===== config.mk =====
export PLATFORM = sky130hd
export DESIGN_NAME = csa_select_pipe_flat
export DESIGN_NICKNAME = d
export VERILOG_FILES = /design/src/rtl/csa_select_pipe_if.sv /design/src/rtl/csa_select_pipe.sv /design/src/flat_wrapper.sv
export SDC_FILE = /design/constraint.sdc
export NUM_CORES = 1
export LEC_CHECK = 0
export ABC_AREA = 1
export CELL_PAD_IN_SITES_DETAIL_PLACEMENT = 0
export CELL_PAD_IN_SITES_GLOBAL_PLACEMENT = 1
export CORE_ASPECT_RATIO = 1.5
export CORE_MARGIN = 2
export CORE_UTILIZATION = 47
export CTS_CLUSTER_DIAMETER = 100
export DETAILED_ROUTE_END_ITERATION = 12
export HOLD_SLACK_MARGIN = 0.15
export PLACE_DENSITY = 0.92
export SLEW_MARGIN = 20
export SYNTH_ARGS = -nofsm -noshare
export SYNTH_HDL_FRONTEND = slang
export SYNTH_SLANG_ARGS = --single-unit

===== constraint.sdc =====
create_clock -name clk -period 8.6 [get_ports clk]
set_clock_uncertainty 0.15 [all_clocks]
set_input_delay 1.29 -clock clk [delete_from_list [all_inputs] [get_ports clk]]
set_output_delay 1.29 -clock clk [all_outputs]
set_load 0.02 [all_outputs]

===== src/rtl/csa_select_pipe_if.sv =====
// Handshake and data bundle between the dual-sum block, the carry-select pipeline and its consumer.
// The master modport is the producer/consumer side; the slave modport is the pipeline side.
interface csa_select_pipe_if #(
   parameter int WIDTH = 8,
   parameter int NBLK  = 4
);
   logic                    in_valid;
   logic                    in_ready;
   logic                    c_in;
   logic [NBLK*WIDTH-1:0]   s1_bus;
   logic [NBLK*WIDTH-1:0]   s2_bus;
   logic [NBLK-1:0]         c_out1;
   logic [NBLK-1:0]         c_out2;
   logic                    out_valid;
   logic                    out_ready;
   logic [NBLK*WIDTH-1:0]   sum;
   logic                    c_out;

   modport master (
      output in_valid, c_in, s1_bus, s2_bus, c_out1, c_out2, out_ready,
      input  in_ready, out_valid, sum, c_out
   );

   modport slave (
      input  in_valid, c_in, s1_bus, s2_bus, c_out1, c_out2, out_ready,
      output in_ready, out_valid, sum, c_out
   );
endinterface


===== src/rtl/csa_select_pipe.sv =====
// Carry-select resolution pipeline: one adder block's real carry is resolved per stage,
// picking between the precomputed carry-in-0 and carry-in-1 candidates.
module csa_select_pipe #(
   parameter int WIDTH = 8,
   parameter int NBLK  = 4
) (
   input logic               clk,
   input logic               rst_n,
   csa_select_pipe_if.slave  bus
);
   localparam int TW = NBLK * WIDTH;

   logic            advance;
   logic [NBLK-1:0] vld_p;
   logic [TW-1:0]   sum_q;
   logic            c_out_q;
   logic [WIDTH:0]  res0;
   logic [TW-1:0]   fin_sum;
   logic            fin_c;

   // Returns {carry_out, block_sum} for the candidate chosen by the real carry-in.
   function automatic logic [WIDTH:0] resolve(
      input logic             ck,
      input logic [WIDTH-1:0] s1,
      input logic [WIDTH-1:0] s2,
      input logic             c1,
      input logic             c2
   );
      return ck ? {c2, s2} : {c1, s1};
   endfunction

   function automatic logic [TW-1:0] place_block(
      input logic [TW-1:0]    prev,
      input logic [WIDTH-1:0] blk,
      input int               idx
   );
      logic [TW-1:0] r;
      r = prev;
      r[idx*WIDTH +: WIDTH] = blk;
      return r;
   endfunction

   assign advance        = !vld_p[NBLK-1] || bus.out_ready;
   assign bus.in_ready   = advance;
   assign bus.out_valid  = vld_p[NBLK-1];
   assign bus.sum        = sum_q;
   assign bus.c_out      = c_out_q;

   assign res0 = resolve(bus.c_in, bus.s1_bus[WIDTH-1:0], bus.s2_bus[WIDTH-1:0],
                         bus.c_out1[0], bus.c_out2[0]);

   generate
      if (NBLK == 1) begin : g_single
         assign fin_sum = res0[WIDTH-1:0];
         assign fin_c   = res0[WIDTH];
      end else begin : g_multi
         localparam int MS = NBLK - 1;

         // Intermediate stages 0..NBLK-2; the last stage is the output register below.
         logic [TW-1:0]   sum_p   [MS];
         logic            carry_p [MS];
         logic [TW-1:0]   s1_p    [MS];
         logic [TW-1:0]   s2_p    [MS];
         logic [NBLK-1:0] co1_p   [MS];
         logic [NBLK-1:0] co2_p   [MS];
         logic [WIDTH:0]  res     [NBLK];
         logic [TW-1:0]   nsum    [NBLK];

         assign res[0]  = res0;
         assign nsum[0] = TW'(res0[WIDTH-1:0]);

         for (genvar j = 1; j < NBLK; j++) begin : g_blk
            assign res[j]  = resolve(carry_p[j-1],
                                     s1_p[j-1][j*WIDTH +: WIDTH],
                                     s2_p[j-1][j*WIDTH +: WIDTH],
                                     co1_p[j-1][j], co2_p[j-1][j]);
            assign nsum[j] = place_block(sum_p[j-1], res[j][WIDTH-1:0], j);
         end

         always_ff @(posedge clk) begin
            if (advance) begin
               for (int j = 0; j < MS; j++) begin
                  sum_p[j]   <= nsum[j];
                  carry_p[j] <= res[j][WIDTH];
               end
               s1_p[0]  <= bus.s1_bus;
               s2_p[0]  <= bus.s2_bus;
               co1_p[0] <= bus.c_out1;
               co2_p[0] <= bus.c_out2;
               for (int j = 1; j < MS; j++) begin
                  s1_p[j]  <= s1_p[j-1];
                  s2_p[j]  <= s2_p[j-1];
                  co1_p[j] <= co1_p[j-1];
                  co2_p[j] <= co2_p[j-1];
               end
            end
         end

         assign fin_sum = nsum[NBLK-1];
         assign fin_c   = res[NBLK-1][WIDTH];
      end
   endgenerate

   // Output stage: valid chain plus the visible result, both cleared by reset.
   always_ff @(posedge clk or negedge rst_n) begin
      if (!rst_n) begin
         vld_p   <= '0;
         sum_q   <= '0;
         c_out_q <= 1'b0;
      end else if (advance) begin
         vld_p   <= NBLK'({vld_p, bus.in_valid});
         sum_q   <= fin_sum;
         c_out_q <= fin_c;
      end
   end
endmodule


===== src/flat_wrapper.sv =====
// flat-port wrapper written by rule: the top's interface ports become plain ports
module csa_select_pipe_flat 
#(
   parameter int WIDTH = 8,
   parameter int NBLK  = 4
)
  (clk, rst_n, bus_in_valid, bus_c_in, bus_s1_bus, bus_s2_bus, bus_c_out1, bus_c_out2, bus_out_ready, bus_in_ready, bus_out_valid, bus_sum, bus_c_out);
  csa_select_pipe_if #(.WIDTH(WIDTH), .NBLK(NBLK)) bus_i ();
  input logic clk;
  input logic rst_n;
  input wire logic [$bits(bus_i.in_valid)-1:0] bus_in_valid;
  input wire logic [$bits(bus_i.c_in)-1:0] bus_c_in;
  input wire logic [$bits(bus_i.s1_bus)-1:0] bus_s1_bus;
  input wire logic [$bits(bus_i.s2_bus)-1:0] bus_s2_bus;
  input wire logic [$bits(bus_i.c_out1)-1:0] bus_c_out1;
  input wire logic [$bits(bus_i.c_out2)-1:0] bus_c_out2;
  input wire logic [$bits(bus_i.out_ready)-1:0] bus_out_ready;
  output wire logic [$bits(bus_i.in_ready)-1:0] bus_in_ready;
  output wire logic [$bits(bus_i.out_valid)-1:0] bus_out_valid;
  output wire logic [$bits(bus_i.sum)-1:0] bus_sum;
  output wire logic [$bits(bus_i.c_out)-1:0] bus_c_out;
  assign bus_i.in_valid = bus_in_valid;
  assign bus_i.c_in = bus_c_in;
  assign bus_i.s1_bus = bus_s1_bus;
  assign bus_i.s2_bus = bus_s2_bus;
  assign bus_i.c_out1 = bus_c_out1;
  assign bus_i.c_out2 = bus_c_out2;
  assign bus_i.out_ready = bus_out_ready;
  assign bus_in_ready = bus_i.in_ready;
  assign bus_out_valid = bus_i.out_valid;
  assign bus_sum = bus_i.sum;
  assign bus_c_out = bus_i.c_out;
  csa_select_pipe #(.WIDTH(WIDTH), .NBLK(NBLK)) u_core (.clk(clk), .rst_n(rst_n), .bus(bus_i));
endmodule

### Word-level counts from Yosys, hierarchy flattened

Memory sizes are Yosys's and may differ from the RTL's. A register that Yosys moved wholly into a read port is not among the register bits.
Cells that the tools add are included.

* input port bits: 77
* register bits after elaboration: 37
* memories kept: 6
* bits in writable memories: 315
* output and inout bits: 35
* logic and storage cells: 18
* ROM bits: 0
* latch bits: 0

* shift operators: 0
* bitwise operators: 0
* divide/modulo/power cells: 0
* $mul: 0
* eq/ne operators: 0
* magnitude comparators: 0
* reduce and logical (&&, ||, !) cells: 3
* multiplexer cells: 6
* add/sub/neg operators: 0

Memories
* u_core.g_multi.s1_p: depth 3, bits a word 32, read ports 3, clocked after memory_dff 0, wr ports 3, line csa_select_pipe.sv:62 `logic [TW-1:0] s1_p [MS];`
* u_core.g_multi.s2_p: depth 3, bits a word 32, read ports 3, clocked after memory_dff 0, wr ports 3, line csa_select_pipe.sv:63 `logic [TW-1:0] s2_p [MS];`
* u_core.g_multi.sum_p: depth 3, bits a word 32, read ports 3, clocked after memory_dff 1, wr ports 3, line csa_select_pipe.sv:60 `logic [TW-1:0] sum_p [MS];`
* u_core.g_multi.co1_p: depth 3, bits a word 4, read ports 3, clocked after memory_dff 0, wr ports 3, line csa_select_pipe.sv:64 `logic [NBLK-1:0] co1_p [MS];`
* u_core.g_multi.co2_p: depth 3, bits a word 4, read ports 3, clocked after memory_dff 0, wr ports 3, line csa_select_pipe.sv:65 `logic [NBLK-1:0] co2_p [MS];`
* u_core.g_multi.carry_p: depth 3, bits a word 1, read ports 3, clocked after memory_dff 0, wr ports 3, line csa_select_pipe.sv:61 `logic carry_p [MS];`

Operators by type and width (count)
* $mux W9: 4
* $logic_not A1 Y1: 2
* $mux W1: 2
* $logic_or A1 B1 Y1: 1

### Depth between registers and ports, before layout

Gate-level depths: netlist (run 1).

* word-level depth: 4
* depth in mapped cells: 6
* gate-level depth less buffers: 4

### Least setup slack after synthesis (run 1)

No wires, ideal clock.

* path kind: input port to output port
* from: input port bus_out_ready
* to: output port bus_in_ready
* path slack: 3.777 ns
* cell stages on the path: 3
* data required time: 7.160 ns
* buffers on the path: 1
* arrival: 3.383 ns
* cell sequence: inv_2 -> nand2_2 -> buf_2

* word-level cells in the longest chain between the ends: 1

RTL lines
* start, declared: line flat_wrapper.sv:17 `input wire logic [$bits(bus_i.out_ready)-1:0] bus_out_ready;`
* $logic_or A1 B1 Y1: line csa_select_pipe.sv:43 `assign advance = !vld_p[NBLK-1] || bus.out_ready;`
* end, declared: line flat_wrapper.sv:18 `output wire logic [$bits(bus_i.in_ready)-1:0] bus_in_ready;`

No other way between the ends.

### Worst setup path after layout (run 1)

Same ends and word-level chain as after synthesis.

==> results.md, run 1 <==
Outcome:
- The flow ran to the end, and the final reports show no timing, DRC or antenna violations.

Clock network:
- The cell at the root of the clock tree is clkbuf_16.
- The TritonCTS sink count is 196.
- The depth of the CTS H-tree is 4.
- TritonCTS built the clock tree.
- Clock-pin slew was measured on the worst setup and hold paths at 0.07 ns.
- The insertion delay to the later sink of the worst-skew pair is 0.42 ns.
- After clock tree synthesis, the repair step resized 0 gates.
- The total CTS buffers is 17.
- The clock passes through at most 2 buffers.
- In this run the post-CTS setup repair buffer count came out at 0.
- The hold buffer count at CTS is 0.

Route:
- In this run, the number of DRC markers left after iteration 0 of detailed routing was 240.
- The total via count in the routed design is 3407.
- The detailed-routing iteration count for the pre-antenna-repair pass is 4.
- Detailed routing placed a total of 459 um of wire on met3.
- The ratio of routed vias to standard cells is 4.471.
- For this run, design rule violations remaining after detail routing come to 0.
- The number of antenna-violating nets in the routed design is 0.
- The detailed route wirelength on metal2 is 5.680 mm.
- The average wire per cell in the routed design is 13.86 um.
- The detailed router put a total of 4.150 mm of wire on met1.
- The overall routed net length is 10.56 mm.
- The uppermost metal layer occupied by signal nets is met4.

Hold path:
- Counting instances, the worst hold path has a depth of 0.
- The path type of the worst min-delay path is flop to flop.

Setup path:
- Data arrives at the worst endpoint at 3.41 ns.
- The count of buffer and inverter cells on the critical path is 3.
- Counting buffers and inverters, the worst setup path is 4 cells deep.
- The worst setup path is captured at an output port.
- The most numerous cell type found on the critical path is clkdlybuf4s50_1.
- Walking the worst path, the cells encountered are clkdlybuf4s50_1 -> inv_2 -> nand2_8 -> clkdlybuf4s50_1.
- The number of cells on the worst reg-to-reg path is 2.
- Along the worst path, the maximum fanout reaches 133.
- The startpoint type of the worst setup path is an input pin.
- The largest single stage delay on the critical path is 0.76 ns.
- The slowest stage of the critical path is the clkdlybuf4s50_1 cell.
- The class of the most critical setup path is input pin to output port.
- STA puts the critical path data required time at 7.16 ns.
- Grouping stages by cell kind, the critical path spends the most delay in buffers and inverters.

Cells and area:
- The final instance area is 0.008633 mm2.
- Cells fill 61.70% of the core in the end.
- The count of inserted antenna diode cells is 0.
- From synthesis to final layout, the design area changed by 28.35%.
- The fraction of final layout cells with drive strength greater than 1 is 6.316%.
- The finished layout holds 762 standard cells, fillers aside.
- For this run, the post-layout net count is 634.

GRT:
- After global routing the overflow that remains totals 0.
- The largest net degree at the start of global routing is 134.
- The number of antenna violations at the first check in global routing came to 0.
- Global routing used 15.08% of the available tracks.
- The number of global-route vias before repair is 3437.
- The first global-routing pass estimated 17.01 mm of wire.

STA:
- At the pin with the least slew margin, the transition time is 0.9640 ns.
- Setup repair after global routing left no endpoint under its margin.
- The worst hold slack is 0.2659 ns.
- Setup violations remaining at the end of the flow were counted as 0.
- In this run the tightest slew margin relative to its limit is 35.73%.
- The peak clock frequency supported by timing is 206.3 MHz.
- The final total negative setup slack is 0 ns.
- In the post-route analysis, the smallest setup slack over all paths is 3.752 ns.
- The final cycle utilization of the critical path is 56.37%.
- The final number of hold-violating endpoints is 0.
- After layout, the minimum clock period comes to 4.848 ns.
- The final-report max-slew violation count came to 0.

Logic synthesis:
- Sequential elements use 84.75% of the synthesized area.
- In the synthesized netlist the dominant register cell turns out to be edfxtp_1.
- The Yosys step of the flow raised 0 warnings.
- In this run, synthesis produced a sequential element count of 196.
- The count of cell types in the netlist is 15.
- The mapped netlist covers 0.006726 mm2.
- The top cell type by area accounts for 70.98% of the synthesized area.
- The net count of the mapped netlist is 517.
- The dominant cell type by area after synthesis is edfxtp_1.
- Counting flops with a built-in enable in the synthesized netlist gives 159.
- The post-synthesis async set-or-reset flop share is 18.88%.
- The most instantiated library cell after synthesis is edfxtp_1.
- In the synthesized netlist, the cells that appear most often are edfxtp_1 (159), nand2_1 (139), inv_1 (48), dfrtp_1 (37), o21ai_0 (27).
- The number of instances in the synthesized netlist is 440.
- Averaged over all synthesized cells, the footprint is 15.29 um2.
- In the post-synthesis netlist, the biggest area contributors are edfxtp_1 (71%), dfrtp_1 (14%), nand2_1 (7.8%).

Power:
- VDD sags by at most 0.1814 mV.
- After layout, the design draws a total of 2.973 mW.
- For this design the ratio of total power to cell area is 344.4 mW/mm2.
- In this run the static leakage power is 3.511 nW.

Placed design:
- The minimum setup slack after placement is 3.793 ns.
- The area of placed instances is 0.007990 mm2.
- After legalization and detailed placement, the total HPWL measured 6.910 mm.
- Including well taps, the total number of placed cells is 730.
- Buffers placed on the I/O ports in this run total 111.
- The final weighted congestion in routability-driven placement is 0.7461.

Run:
- The count of maximum capacitance violations is 0.

Floorplanning:
- The die height is 150.5 um.
- The total area inside the core boundary comes to 0.01399 mm2.
- The number of I/O pins is 112.
- The starting density of the core is 48.07%.
- The die covers 0.01530 mm2.
- After floorplanning, the core was divided into 53 placement rows.
- In this run the horizontal extent of the chip is 101.7 um.
layer usage:
| layer | global-route usage, % | vias to the layer above |
|---|---|---|
| met5 | 0 | - |
| met4 | 7.230 | 0 |
| met3 | 3.946 | 20 |
| li1 | - | 1706 |
| met2 | 25.13 | 88 |
| met1 | 18.14 | 1593 |
layout by cell type (no fill, tap or decap), drive strengths merged:
cell type / n
clkinv: 4
o21ai: 30
clkdlybuf4s50: 110
clkbuf: 23
clkinvlp: 2
nand3: 9
nor2: 1
dfrtp: 37
bufinv: 2
nand2: 140
inv: 51
buf: 2
edfxtp: 159
worst register-to-register path: stages (launching register included):
cell     delay [ns]
dfrtp_1        0.45
nand2_8        0.58
buf_4          0.94
report_power, final:
group	total, mW	internal, mW	switching, mW
logic	0.595	0.242	0.353
registers	1.56	1.42	0.136
clock network	0.822	0.498	0.325
total	2.97	2.16	0.813
logic make-up after synthesis:
family,synth area share (%)
DFF,84.75
and+or+nand+nor,8.687
buffers and inverters,4.334
AOI/OAI and AO/OA,2.232
state kept, by name, indices dropped and copies added, names as in the netlist:
register,cells
u_core.bus.c_out,1
u_core.g_multi.co2_p,6
u_core.vld_p,4
u_core.g_multi.co1_p,6
u_core.g_multi.sum_p,48
u_core.g_multi.s2_p,48
u_core.g_multi.carry_p,3
u_core.g_multi.s1_p,48
u_core.bus.sum,32
final timing paths:
kind,startpoint,end,slack (ns)
max,bus_out_ready,bus_in_ready,3.75
min,u_core.g_multi.s1_p[0][29],u_core.g_multi.s1_p[0][61],0.27
max reg2reg,u_core.vld_p[3],u_core.g_multi.s1_p[0][26],6.08
min reg2reg,u_core.g_multi.s1_p[0][29],u_core.g_multi.s1_p[0][61],0.27
max in group asynchronous,rst_n,u_core.bus.sum[1],6.95
min in group asynchronous,rst_n,u_core.bus.sum[19],0.81
layout make-up:
type	count	area (um2)
Clock buffer	23	531.8
Clock inverter	9	111.4
Fill cell	1045	5359
Inverter	50	187.7
Multi-Input combinational cell	180	748.2
Sequential cell	196	5700
Tap cell	192	240.2
Timing Repair Buffer	112	1114
Power figures use the tool's default switching activity.
==> run 2, diff against run 1 <==
- CORE_UTILIZATION: 47 -> 39
- PLACE_DENSITY: 0.92 -> 0.83
- clock period: 8.6 -> 4.25 ns (I/O delays scaled with it)
==> run 2 against run 1 <==
  * Via count rose by 0.65%
  * Register-to-register slack got worse by 3.7 ns
  * Non-clock buffer count did not move
  * Critical path type unchanged
  * Largest cell class unchanged
==> results.md, run 2 (synthesis results as in run 1) <==
Outcome:
- The run finished with clean final reports.

Cells and area:
- The post-route non-filler standard cell count is 780 (+2.4%).
- The post-layout net count is 634 (unchanged).
- The final instance area is 0.008615 mm2 (-0.22%).
- In the layout the commonest cells are edfxtp_1 (159), nand2_1 (139), clkdlybuf4s50_1 (110).
- The library cell used most frequently in the layout, excluding fill and tap cells, is edfxtp_1.
- The fraction of final layout cells with drive strength greater than 1 is 6.316% (unchanged).
- The largest registers in the layout are u_core.g_multi.s1_p: 48 flops, u_core.g_multi.s2_p: 48 flops, u_core.g_multi.sum_p: 48 flops.
- The utilization after layout was 51.17% (-11 points).
- The count of inserted antenna diode cells was 0 (unchanged).
- The area added between synthesis and finish is 28.07%.
- The number of filler instances in the final layout came to 1415 (+35%).

Placed design:
- The cell total after placement is 748 (+2.5%).
- The final weighted congestion in routability-driven placement is 0.7358 (-1.4%).
- The HPWL after detailed placement is 6.803 mm (-1.6%).
- The area of placed instances is 0.008025 mm2 (+0.44%).
- The minimum setup slack after placement came to 1.502 ns (-2.291 ns).
- The count of buffers inserted at the top-level ports is 111 (unchanged).

Clock network:
- The insertion delay to the later sink of the worst-skew pair was 0.42 ns (about the same).
- The number of gates given a new drive strength after cts is 0 (unchanged).
- The depth of the CTS H-tree is 4 (unchanged).
- The clock tree from TritonCTS is done.
- The hold buffer count at CTS came to 0 (unchanged).
- The total CTS buffers is 17 (unchanged).
- The tree is rooted in a clkbuf_16.
- The CTS clock-pin slew for the worst setup and hold paths is 0.07 ns (about the same).
- The TritonCTS sink count came to 196 (unchanged).
- The post-CTS setup-driven buffer insertion count is 0 (unchanged).
- The clock tree buffer depth is 2 (unchanged).

Setup path:
- The slowest stage of the critical path is the clkdlybuf4s50_1 cell.
- The count of buffer and inverter cells on the critical path is 3 (unchanged).
- The biggest cell delay along the critical path is 0.60 ns (-0.16 ns).
- The startpoint type of the worst setup path is an input pin.
- The highest net fanout along the worst path is 2 (-98%).
- The critical path goes through clkdlybuf4s50_1 -> inv_2 -> nand2_8 -> clkdlybuf4s50_1.
- The critical path starts at bus_out_ready.
- The gate family responsible for the most delay along the worst path is buffers and inverters.
- The type of element capturing the critical path is an output port.
- The arrival time at the worst endpoint is 1.95 ns (-1.46 ns).
- The reg-to-reg setup timing slack came to 2.36 ns (-3.72 ns).
- The startpoint of the worst register-to-register path is u_core.vld_p[3].
- By startpoint and endpoint, the worst setup path is classified as input pin to output port.
- By instance count, the cell type seen most on the critical path is clkdlybuf4s50_1.
- The data required time of the critical path was 3.46 ns (-3.70 ns).

Floorplanning:
- The placement row count is 58 (+9.4%).
- The number of I/O pins came to 112 (unchanged).
- The total die area is 0.01834 mm2 (+20%).
- The core region area is 0.01684 mm2 (+20%).
- The die span in x was 111.2 um (+9.4%).
- The die height is 164.8 um (+9.5%).
- The starting density of the core is 39.95% (-8.1 points).

GRT:
- The met1 usage is 13.62% (-4.5 points).
- The largest net degree at the start of global routing is 198 (+48%).
- The number of global-route vias before repair is 3470 (+0.96%).
- The remaining global-route overflow came to 0 (unchanged).
- The first-pass GRT wire length is 16.66 mm (-2.1%).
- The number of antenna violations at the first check in global routing came to 0 (unchanged).
- The overall global routing resource usage is 11.83% (-3.3 points).
- The routing usage on met2 is 20.68% (-4.5 points).
- The layer with the highest usage after global routing is met2.
- The met3 track utilization from global routing came to 2.862% (-1.1 points).

STA:
- The actual slew at the worst max-slew pin is 0.9452 ns (-0.01887 ns).
- The final number of hold-violating endpoints was 0 (unchanged).
- The worst hold slack was 0.1520 ns (-0.1139 ns).
- The final critical path takes up 64.47% of the cycle.
- Setup repair after global routing left no endpoint under its margin.
- The number of setup violations in the final report was 0 (unchanged).
- The remaining max-slew budget at the tightest pin is 36.99% (+1.3 points).
- The time the final worst path needs with I/O delays and setup is 2.740 ns.
- Based on the critical path, the design can be clocked at up to 365.0 MHz.
- The final-report max-slew violation count is 0 (unchanged).
- The smallest setup slack after layout is 1.510 ns (-2.242 ns).
- The final total negative setup slack is 0 ns (unchanged).

Hold path:
- The tightest min-delay check is of the input pin to async pin type.

Route:
- The number of DRC violations after detailed routing was 0 (unchanged).
- The ratio of routed vias to standard cells came to 4.396 (-1.7%).
- The average wire per cell in the routed design came to 13.38 um (-3.5%).
- The overall routed net length came to 10.44 mm (-1.2%).
- The total via count in the routed design is 3429 (+0.65%).
- The detailed-routing iteration count for the pre-antenna-repair pass is 4 (unchanged).
- The number of antenna-violating nets in the routed design is 0 (unchanged).
- The first-iteration detailed-routing DRC count was 247 (+2.9%).

Power:
- The leakage power summed over all cells is 3.495 nW (-0.46%).
- The total power is 5.897 mW (+98%).
- The power density over the cells came to 684.5 mW/mm2 (+99%).
- The worst IR drop on VDD is 0.4447 mV (+150%).

Run:
- The count of maximum capacitance violations is 0 (unchanged).
## run 2: changes by cell type in the layout (fill, tap and decap cells not counted), sizes merged
cell      previous run  this run
clkinvlp             2         0
bufinv               2         1
inv                 51        57
clkbuf              23        18
clkinv               4         6
## run 2: worst paths after layout
path	endpoint	depth (start not counted)
min in group clk	u_core.g_multi.s2_p[0][90]	0
setup reg to reg	u_core.g_multi.sum_p[2][15]	2
hold reg to reg	u_core.g_multi.s2_p[0][90]	0
max in group asynchronous	u_core.bus.sum[0]	1
hold / removal	u_core.bus.sum[17]	1
setup / recovery	bus_in_ready	4
## run 2: layout make-up
type / instances / area (um2) / share of cell area, %
clock inverter: 14 / 160.2 / 1.859
clock buffer: 18 / 429.2 / 4.982
tap: 210 / 262.8 / 3.050
multi-input combinational: 180 / 748.2 / 8.686
inverter: 50 / 187.7 / 2.179
sequential: 196 / 5700 / 66.17
timing repair buffer: 112 / 1126 / 13.07
## run 2: report_power, final
group          leakage, nW  switching [mW]  internal (mW)
logic                 1.14           0.708          0.497
clock network        0.290           0.718          0.838
registers             2.07           0.265           2.87
total                 3.49            1.69           4.21
## run 2: metal layers
metal / vias to the layer above / part of all wire, %
li1: 1713 / -
met1: 1605 / 42
met2: 92 / 52
met3: 19 / 3.6
met4: 0 / 2.4
met5: - / 0
==> run 3, diff against run 2 <==
- clock period: 4.25 -> 2.5 ns (I/O delays scaled with it)
==> run 3 against run 2 <==
  * Combinational power rose by 74%
  * Clock power increased by 69%
  * Final area grew 0.81%
  * Wire length grew 2.4%
  * Non-clock buffer count increased by 5
  * Largest cell class unchanged
  * Largest power group unchanged
==> results.md, run 3 (synthesis results as in run 1) <==
Hold path:
- The path type of the worst min-delay path is flop to flop.
- The sink of the worst hold path is u_core.g_multi.s1_p[0][49].
- The startpoint identified for the worst hold timing path is u_core.g_multi.s1_p[0][17].
- Along the worst hold path, the cell count comes to 0.

GRT:
- The overall global routing resource usage came to 12.23% (+0.40 points).
- The remaining global-route overflow is 0 (unchanged).
- The number of antenna violations at the first check in global routing came to 0 (unchanged).
- The largest net degree at the start of global routing came to 66 (-67%).
- The number of global-route vias before repair is 3524 (+1.6%).
- The first-pass GRT wire length is 17.26 mm (+3.6%).

Setup path:
- Counting stages on the worst path, the most repeated cell is clkdlybuf4s50_1.
- The reg-to-reg setup timing slack is 0.78 ns (-1.58 ns).
- The count of buffer and inverter cells on the critical path was 3 (unchanged).
- STA classifies the critical path startpoint as an input pin.
- The data required time of the critical path is 1.98 ns (-1.48 ns).
- Walking the worst path, the cells encountered are clkdlybuf4s50_1 -> inv_2 -> nand2_8 -> clkdlybuf4s50_1.
- The number of cells on the worst reg-to-reg path was 3 (+1).
- STA classifies the critical path endpoint as an output port.
- The capturing point of the worst reg2reg path is u_core.g_multi.s2_p[0][29].
- The highest net fanout along the worst path came to 2 (unchanged).
- The cell with the largest stage delay on the worst path is clkdlybuf4s50_1.
- The class of the most critical setup path is input pin to output port.
- The arrival time at the worst endpoint is 1.70 ns (-0.25 ns).
- The gate family responsible for the most delay along the worst path is buffers and inverters.
- The biggest cell delay along the critical path is 0.61 ns (about the same).
- In this run the critical register-to-register path is launched from u_core.vld_p[3].

Cells and area:
- The top cell types in the final layout, fill and taps aside, are edfxtp_1 (159), nand2_1 (139), clkdlybuf4s50_1 (110).
- The post-route non-filler standard cell count came to 785 (+0.64%).
- Relative to the synthesized area, the layout overhead comes to 29.11%.
- The number of filler instances in the final layout is 1415 (unchanged).
- Leaving out fill and tap cells, the most frequent cell in the layout is edfxtp_1.
- In the final layout, the registers with the most flip-flops are u_core.g_multi.s1_p: 48 flops, u_core.g_multi.s2_p: 48 flops, u_core.g_multi.sum_p: 48 flops.
- The fraction of final layout cells with drive strength greater than 1 was 7.130% (+0.81 points).
- The post-layout net count is 639 (+0.79%).
- The count of inserted antenna diode cells was 0 (unchanged).

Clock network:
- The TritonCTS sink count was 196 (unchanged).
- The CTS clock-pin slew for the worst setup and hold paths was 0.07 ns (about the same).
- The insertion delay to the later sink of the worst-skew pair is 0.41 ns (about the same).
- The number of gates given a new drive strength after cts is 0 (unchanged).
- TritonCTS built the clock tree.
- The post-CTS setup-driven buffer insertion count was 0 (unchanged).
- The hold buffer count at CTS came to 1 (+1).
- The clock tree buffer depth was 2 (unchanged).
- The total CTS buffers is 17 (unchanged).
- Clock tree synthesis selected as its root buffer the cell clkbuf_16.
- The depth of the CTS H-tree is 4 (unchanged).

Route:
- The average wire per cell in the routed design is 13.62 um (+1.8%).
- The detailed route wirelength on metal2 was 5.690 mm (+5.5%).
- The number of DRC violations after detailed routing is 0 (unchanged).
- The detailed-routing wirelength on met1 is 4.312 mm (-2.2%).
- The first-iteration detailed-routing DRC count is 182 (-26%).
- The uppermost metal layer occupied by signal nets is met4.
- The detailed-routing iteration count for the pre-antenna-repair pass is 4 (unchanged).
- The ratio of routed vias to standard cells came to 4.348 (-1.1%).
- The overall routed net length was 10.69 mm (+2.4%).
- The total via count in the routed design came to 3413 (-0.47%).
- The met3 routed wirelength came to 410 um (+8.5%).
- The number of antenna-violating nets in the routed design is 0 (unchanged).

Floorplanning:
- The starting density of the core was 39.95% (unchanged).
- The placement row count came to 58 (unchanged).
- The number of I/O pins is 112 (unchanged).
- The die span in x came to 111.2 um (unchanged).
- The total die area came to 0.01834 mm2 (unchanged).
- The core region area is 0.01684 mm2 (unchanged).
- The die height came to 164.8 um (unchanged).

STA:
- Setup repair after global routing left no endpoint under its margin.
- The final number of hold-violating endpoints was 0 (unchanged).
- Counting I/O delays and the setup requirement, the final critical path takes 2.224 ns.
- The remaining max-slew budget at the tightest pin is 41.14% (+4.2 points).
- For this run, the top clock speed supported by timing is 449.6 MHz.
- The final-report max-slew violation count is 0 (unchanged).
- The final cycle utilization of the critical path is 88.96%.
- The smallest setup slack after layout was 0.2760 ns (-1.234 ns).
- The final total negative setup slack is 0 ns (unchanged).
- The number of setup violations in the final report is 0 (unchanged).
- The actual slew at the worst max-slew pin is 0.8829 ns (-0.06226 ns).

Power:
- The leakage power summed over all cells is 3.537 nW (+1.2%).
- The worst IR drop on VDD is 0.5199 mV (+17%).
- The power density over the cells is 1159 mW/mm2 (+69%).

Placed design:
- The count of buffers inserted at the top-level ports was 111 (unchanged).
- The cell total after placement is 752 (+0.53%).
- The HPWL after detailed placement came to 7.306 mm (+7.4%).
- The final weighted congestion in routability-driven placement was 0.7530 (+2.3%).
- The minimum setup slack after placement came to 0.2623 ns (-1.240 ns).

Outcome:
- The run finished with clean final reports.

Run:
- The count of maximum capacitance violations is 0 (unchanged).
-- run 3: cell count changes in the layout (fill, tap and decap cells not counted) --
cell / change
buf_12: +2
clkbuf_8: +1
clkbuf_16: +2
clkinv_8: -2
inv_8: +1
clkinv_2: +1
clkbuf_1: -1
buf_4: +2
bufinv_16: -1
inv_6: -2
clkinv_4: +1
dlygate4sd3_1: +1
-- run 3: routing by layer --
layer  vias to the layer above  track usage [%]
met5                         -                0
met4                         0            5.780
met3                        18            2.936
met2                        85            21.95
met1                      1591            13.77
li1                       1719                -
-- run 3: area by class of cell --
type                    count  area [um2]  area share, %
flip-flops and latches    196        5700          65.64
repair buffers            117        1191          13.72
multi-input cells         180       748.2          8.615
clock buffers              20       489.2          5.633
well taps                 210       262.8          3.026
inverters                  50       187.7          2.161
clock inverters            12       105.1          1.210
-- run 3: power breakdown --
part | total (mW) | internal [mW] | switching (mW)
Clock | 2.63 | 1.46 | 1.17
Sequential | 5.34 | 4.87 | 0.472
Combinational | 2.10 | 0.890 | 1.21
-- run 3: through the flow --
| step | util [%] | instance area [um2] | hold slack (ns) | total power, mW |
|---|---|---|---|---|
| floorplan | - | 6729 | -0.07059 | 6.457 |
| global placement | 47.99 | 8080 | 0.2508 | 7.448 |
| detailed placement | 47.99 | 8080 | 0.2545 | 7.557 |
| CTS | 51.58 | 8685 | 0.2692 | 10.20 |
| global route | 51.58 | 8685 | 0.2742 | 10.63 |
| finish | 51.58 | 8685 | 0.2682 | 10.07 |
-- run 3: how the worst max path moves through the flow --
stage / depth (start not counted) / start / end
floorplan: 2 / u_core.vld_p[3] / u_core.g_multi.carry_p[0][0]
global placement: 4 / bus_out_ready / bus_in_ready
detailed placement: 5 / bus_out_ready / u_core.g_multi.s2_p[0][26]
CTS: 4 / bus_out_ready / bus_in_ready
global route: 4 / bus_out_ready / bus_in_ready
finish: 4 / bus_out_ready / bus_in_ready
-- run 3: worst reg2reg max path: cells and delay by family (launching register included) --
family / cells / cell delay (ns)
buf+inv: 2 / 0.62
flops: 1 / 0.47
simple gates: 1 / 0.13
